$ cat src/rtl/de2_70_ethernet_st_width_adapter_32to8_if.sv
// Avalon-ST signal bundle for the 32-to-8 width adapter: wide word in, byte symbols out.
// slave is the adapter's view; master is the view of the logic surrounding it.
interface de2_70_ethernet_st_width_adapter_32to8_if #(
  parameter int SYMBOL_WIDTH = 8,
  parameter int IN_SYMBOLS   = 4,
  parameter int EMPTY_WIDTH  = 2
);
  localparam int DATA_WIDTH = SYMBOL_WIDTH * IN_SYMBOLS;

  logic                    in_valid;
  logic                    in_ready;
  logic [DATA_WIDTH-1:0]   in_data;
  logic                    in_sop;
  logic                    in_eop;
  logic [EMPTY_WIDTH-1:0]  in_empty;
  logic                    in_error;

  logic                    out_valid;
  logic                    out_ready;
  logic [SYMBOL_WIDTH-1:0] out_data;
  logic                    out_sop;
  logic                    out_eop;
  logic                    out_error;

  modport slave (
    input  in_valid, in_data, in_sop, in_eop, in_empty, in_error, out_ready,
    output in_ready, out_valid, out_data, out_sop, out_eop, out_error
  );

  modport master (
    output in_valid, in_data, in_sop, in_eop, in_empty, in_error, out_ready,
    input  in_ready, out_valid, out_data, out_sop, out_eop, out_error
  );
endinterface

$ cat src/rtl/de2_70_ethernet_st_width_adapter_32to8.sv
// Serialises a held 32-bit Avalon-ST word into MSB-first bytes; first byte 1 cycle after accept.
// in_ready is combinational from out_ready so the next word loads as the last byte leaves.
module de2_70_ethernet_st_width_adapter_32to8 #(
  parameter int SYMBOL_WIDTH = 8,
  parameter int IN_SYMBOLS   = 4,
  parameter int EMPTY_WIDTH  = 2
) (
  input logic clk,
  input logic reset_n,
  de2_70_ethernet_st_width_adapter_32to8_if.slave st
);
  localparam int DATA_WIDTH = SYMBOL_WIDTH * IN_SYMBOLS;
  localparam logic [EMPTY_WIDTH-1:0] MAX_IDX = EMPTY_WIDTH'(IN_SYMBOLS - 1);

  logic [DATA_WIDTH-1:0]   data_q, data_d;
  logic                    sop_q, sop_d;
  logic                    eop_q, eop_d;
  logic [EMPTY_WIDTH-1:0]  empty_q, empty_d;
  logic                    err_q, err_d;
  logic                    hold_vld_q, hold_vld_d;
  logic [EMPTY_WIDTH-1:0]  idx_q, idx_d;

  logic [EMPTY_WIDTH-1:0]  last_idx;
  logic                    at_last;
  logic                    in_rdy;
  logic                    load;
  logic [SYMBOL_WIDTH-1:0] sym_dat;

  // Trailing empty symbols only shorten the word that closes the packet.
  assign last_idx = eop_q ? (MAX_IDX - empty_q) : MAX_IDX;
  assign at_last  = (idx_q == last_idx);
  assign in_rdy   = !hold_vld_q || (st.out_ready && at_last);
  assign load     = st.in_valid && in_rdy;

  always_comb begin
    sym_dat = '0;
    for (int i = 0; i < IN_SYMBOLS; i++) begin
      if (idx_q == EMPTY_WIDTH'(i)) begin
        sym_dat = data_q[(IN_SYMBOLS-1-i)*SYMBOL_WIDTH +: SYMBOL_WIDTH];
      end
    end
  end

  always_comb begin
    data_d     = data_q;
    sop_d      = sop_q;
    eop_d      = eop_q;
    empty_d    = empty_q;
    err_d      = err_q;
    hold_vld_d = hold_vld_q;
    idx_d      = idx_q;
    // A load on the last-symbol cycle overrides the drain so there is no bubble.
    if (load) begin
      data_d     = st.in_data;
      sop_d      = st.in_sop;
      eop_d      = st.in_eop;
      empty_d    = st.in_empty;
      err_d      = st.in_error;
      hold_vld_d = 1'b1;
      idx_d      = '0;
    end else if (hold_vld_q && st.out_ready) begin
      if (at_last) begin
        hold_vld_d = 1'b0;
        idx_d      = '0;
      end else begin
        idx_d = idx_q + EMPTY_WIDTH'(1);
      end
    end
  end

  always_ff @(posedge clk or negedge reset_n) begin
    if (!reset_n) begin
      data_q     <= '0;
      sop_q      <= 1'b0;
      eop_q      <= 1'b0;
      empty_q    <= '0;
      err_q      <= 1'b0;
      hold_vld_q <= 1'b0;
      idx_q      <= '0;
    end else begin
      data_q     <= data_d;
      sop_q      <= sop_d;
      eop_q      <= eop_d;
      empty_q    <= empty_d;
      err_q      <= err_d;
      hold_vld_q <= hold_vld_d;
      idx_q      <= idx_d;
    end
  end

  assign st.in_ready  = in_rdy;
  assign st.out_valid = hold_vld_q;
  assign st.out_data  = sym_dat;
  assign st.out_sop   = sop_q && (idx_q == '0);
  assign st.out_eop   = eop_q && at_last;
  assign st.out_error = err_q && eop_q && at_last;
endmodule

$ cat src/flat_wrapper.sv
// flat-port wrapper written by rule: the top's interface ports become plain ports
module de2_70_ethernet_st_width_adapter_32to8_flat 
#(
  parameter int SYMBOL_WIDTH = 8,
  parameter int IN_SYMBOLS   = 4,
  parameter int EMPTY_WIDTH  = 2
)
  (clk, reset_n, st_in_valid, st_in_data, st_in_sop, st_in_eop, st_in_empty, st_in_error, st_out_ready, st_in_ready, st_out_valid, st_out_data, st_out_sop, st_out_eop, st_out_error);
  de2_70_ethernet_st_width_adapter_32to8_if #(.SYMBOL_WIDTH(SYMBOL_WIDTH), .IN_SYMBOLS(IN_SYMBOLS), .EMPTY_WIDTH(EMPTY_WIDTH)) st_i ();
  input logic clk;
  input logic reset_n;
  input wire logic [$bits(st_i.in_valid)-1:0] st_in_valid;
  input wire logic [$bits(st_i.in_data)-1:0] st_in_data;
  input wire logic [$bits(st_i.in_sop)-1:0] st_in_sop;
  input wire logic [$bits(st_i.in_eop)-1:0] st_in_eop;
  input wire logic [$bits(st_i.in_empty)-1:0] st_in_empty;
  input wire logic [$bits(st_i.in_error)-1:0] st_in_error;
  input wire logic [$bits(st_i.out_ready)-1:0] st_out_ready;
  output wire logic [$bits(st_i.in_ready)-1:0] st_in_ready;
  output wire logic [$bits(st_i.out_valid)-1:0] st_out_valid;
  output wire logic [$bits(st_i.out_data)-1:0] st_out_data;
  output wire logic [$bits(st_i.out_sop)-1:0] st_out_sop;
  output wire logic [$bits(st_i.out_eop)-1:0] st_out_eop;
  output wire logic [$bits(st_i.out_error)-1:0] st_out_error;
  assign st_i.in_valid = st_in_valid;
  assign st_i.in_data = st_in_data;
  assign st_i.in_sop = st_in_sop;
  assign st_i.in_eop = st_in_eop;
  assign st_i.in_empty = st_in_empty;
  assign st_i.in_error = st_in_error;
  assign st_i.out_ready = st_out_ready;
  assign st_in_ready = st_i.in_ready;
  assign st_out_valid = st_i.out_valid;
  assign st_out_data = st_i.out_data;
  assign st_out_sop = st_i.out_sop;
  assign st_out_eop = st_i.out_eop;
  assign st_out_error = st_i.out_error;
  de2_70_ethernet_st_width_adapter_32to8 #(.SYMBOL_WIDTH(SYMBOL_WIDTH), .IN_SYMBOLS(IN_SYMBOLS), .EMPTY_WIDTH(EMPTY_WIDTH)) u_core (.clk(clk), .reset_n(reset_n), .st(st_i));
endmodule
$ cat config.mk
export PLATFORM = sky130hd
export DESIGN_NAME = de2_70_ethernet_st_width_adapter_32to8_flat
export DESIGN_NICKNAME = d
export VERILOG_FILES = /design/src/rtl/de2_70_ethernet_st_width_adapter_32to8_if.sv /design/src/rtl/de2_70_ethernet_st_width_adapter_32to8.sv /design/src/flat_wrapper.sv
export SDC_FILE = /design/constraint.sdc
export NUM_CORES = 1
export LEC_CHECK = 0
export ABC_AREA = 1
export CAP_MARGIN = 40
export CELL_PAD_IN_SITES_DETAIL_PLACEMENT = 1
export CELL_PAD_IN_SITES_GLOBAL_PLACEMENT = 2
export CORE_UTILIZATION = 28
export DETAILED_ROUTE_END_ITERATION = 8
export HOLD_SLACK_MARGIN = 0.03
export PLACE_DENSITY = 0.89
export SLEW_MARGIN = 40
export SYNTH_ARGS = -nofsm -noshare
export SYNTH_HDL_FRONTEND = slang
export SYNTH_SLANG_ARGS = --single-unit
$ cat constraint.sdc
create_clock -name clk -period 2.2 [get_ports clk]
set_clock_uncertainty 0.15 [all_clocks]
set_input_delay 0.44 -clock clk [delete_from_list [all_inputs] [get_ports clk]]
set_output_delay 0.44 -clock clk [all_outputs]
set_load 0.01 [all_outputs]
==> summary.md <==
| Metric | Value |
|---|---|
| Setup WS pre-CTS | -330 ps |
| Asr flop ratio synth | 100% |
| Number of global-route vias before repair | 2147 |
| Tmin final | 2350 ps |
| Dpl hpwl | 4360 microns |
| Synth Warn # | 0 |
| Failing checks | negative setup slack |
| Final instance area | roughly 0.003 sq mm |
| Setup ws final | -154 ps |
| Area growth from synthesis to layout | 48.4% |
| Yosys top cell area share | 48.4% |
| Top post-synthesis cells by count | 117 x nand2_1, 40 x dfrtp_1, 30 x nand3_1 |
| Post-Syn Area per Cell | 8.28 sq um |
| Least-Margin Pin Slew | 546 ps |
| Hold Vio Cnt, Final | 0 |
| Data required time at the worst endpoint | 1610 ps |
| Setup_tns | -925 ps |
| Run status | finished, violations left |
| Critical Path Fanout Max | 3 |
| Most used DFF post-synth | dfrtp_1 |
| Root buf cell | clkbuf_8 |
| Clock Latency Late Sink | 290 ps |
| Final Net Count | 368 |
| PD cells | 1380 mW/mm^2 |
| Reg clk slew, reported paths | 80 ps |
| Drt total wl | 6770 microns |
| Reg2reg start | u_core.idx_q[0] |
| Hold WC Path Type | input port to async pin |
| Seq/Total Area, Yosys | about half |
| Drt pass-1 iters | 4 |
| CTS tree | built |
| Crit path max-delay family | buffers and inverters |
| Routed vias/inst | 4.71 |
| GPL Wtd Cong | 0.765 |
| Die area | between 0.007 and 0.008 sq mm |
| Number of synthesized flops with an enable pin | 0 |
| FP Rows | 30 |
| Max-capacitance violation count | 0 |
| TritonCTS buffer count | 5 |
| Final Setup Violations | 8 |
| Layout cell share with drive strength beyond 1 | 26.9% |
| Slew headroom | 63.6% |
| Synth area leader | dfrtp_1 |
| Gate Count Post-Synth | 250 |
| Die width | 88.0 microns |
| Initial Utilization | between 20% and 30% |
| DRT antenna net count | 0 |
| Grt total ovfl | 0 |
| Clock tree buffer depth | 2 |
| Routed via count | 1978 |
| Critical path type | flip-flop to primary output |
| Tot Pwr | 4.24 mW |
| CP Data Arrival Time | between 1500 and 2000 ps |
| Biggest cell delay along the critical path | ~400 ps |
| H-Tree Depth | 2 |
| FF+latch count, synth | 40 |
| Final period util | 107% |
| Crit-path slowest cell | dfrtp_1 |
| Max-slew violation count | 0 |
| Distinct cells, synth | 21 |
| Core area | 0.00698 sq mm |
| Synth area leaders | dfrtp_1 48%, nand2_1 21%, nand3_1 7.3%, nand3_2 5.3%, o22a_1 3.4% |
| Residual DRC | 0 |
| Die Y | between 80 and 90 microns |
| Mapped Area | 0.00207 sq mm |
| Initial antenna violation count | 0 |
| Most frequent cell after synthesis | nand2_1 |
| Syn_nets | 295 |
| Placement Cell Area | 0.00278 sq mm |
| Top Ports | 54 |
| Avg WL per Cell | 16.1 microns |
| Initial drt markers | 115 |
| Total global-route track usage | 18.9% |
| RSZ-0062 raised after global routing | true |
| PortBufs | 53 |
| Most frequent cell on the critical path | buf_4 |
| Critical Path Start Type | flip-flop |
| Max Fclk | 425 MHz |
| Worst ir drop on vdd | 0.540 mV |
| First-pass GRT wire length | around 11000 microns |
| CP endpoint kind | primary output |
| WP buf/inv | 5 |
| ANT cells | 0 |
| Leakage | 1.51 nW |
| Largest net degree at the start of global routing | 41 |
| CP startpoint | u_core.idx_q[1] |
| # clock sinks | 40 |
| Cell chain of the critical path | buf_4 -> buf_6 -> ha_4 -> inv_6 -> buf_4 -> nand2_1 -> o22a_1 -> buf_2 |
cells in the final DEF (no fill, tap or decap), types with 3 or more instances in the layout:
cell type	instances
dfrtp_1	40
nand3_2	11
buf_4	19
ha_4	3
a21oi_2	8
clkbuf_8	6
buf_2	11
inv_1	4
nand2_2	8
clkdlybuf4s50_1	40
o22a_1	8
buf_12	3
nand3_1	30
buf_6	5
inv_2	4
nand2_1	109
power by group:
part	internal, mW	total (mW)	switching (mW)
Combinational	1.06	2.26	1.20
Clock	0.371	0.645	0.274
Sequential	1.07	1.34	0.263
layout make-up:
cell class / count / area [sq um]
Clock buffer: 6 / 82.6
Sequential cell: 40 / 1000
Multi-Input combinational cell: 186 / 1010
Inverter: 9 / 38.8
Clock inverter: 2 / 38.8
Fill cell: 851 / 3910
Timing Repair Buffer: 81 / 778
Tap cell: 96 / 120
per-stage QoR:
stage	util, %	instances	hold slack (ps)
after global routing	44.0	420	104
after global placement	39.8	405	306
after detailed placement	39.8	405	311
after CTS	44.0	420	74.1
after floorplan	-	250	-5.59
final	44.0	420	62.5
sequential cells by signal (all words and copies together), names as in the netlist:
register and count:
u_core.st.out_valid 1, u_core.idx_q 2, u_core.sop_q 1, u_core.data_q 32, u_core.eop_q 1, u_core.empty_q 2, u_core.err_q 1
cells by family after synthesis:
| group | share of synthesized area [%] |
|---|---|
| adder cells (fa/ha/maj) | 2.42 |
| AO/OA/AOI/OAI | 5.86 |
| buffers and inverters | 7.44 |
| flip-flops | 48.4 |
| AND/OR/NAND/NOR | 35.4 |
| multiplexers | 0.484 |
timing repair:
item / in CTS / in global routing
hold buffers: 0 / 0
gates cloned: 2 / 0
pin swaps: 13 / 7
resized for setup: 77 / 7
setup buffers: 5 / 1
endpoints found under the setup margin: 12 / 30
worst paths after layout:
check / end / slack [ps] / cells after the start
min: u_core.eop_q / 60 / 2
min reg2reg: u_core.data_q[11] / 330 / 2
min in group clk: u_core.data_q[11] / 330 / 2
max in group asynchronous: u_core.data_q[30] / 1460 / 2
max reg2reg: u_core.data_q[7] / 210 / 12
max: st_out_data[4] / -150 / 8
per-layer routing:
layer	up-vias	routed length (microns)	GRT usage, %
li1	952	-	-
met1	957	3090	24.7
met2	52	3230	31.7
met3	17	266	2.54
met4	0	173	7.45
met5	-	0	0
Power figures use the tool's default switching activity.
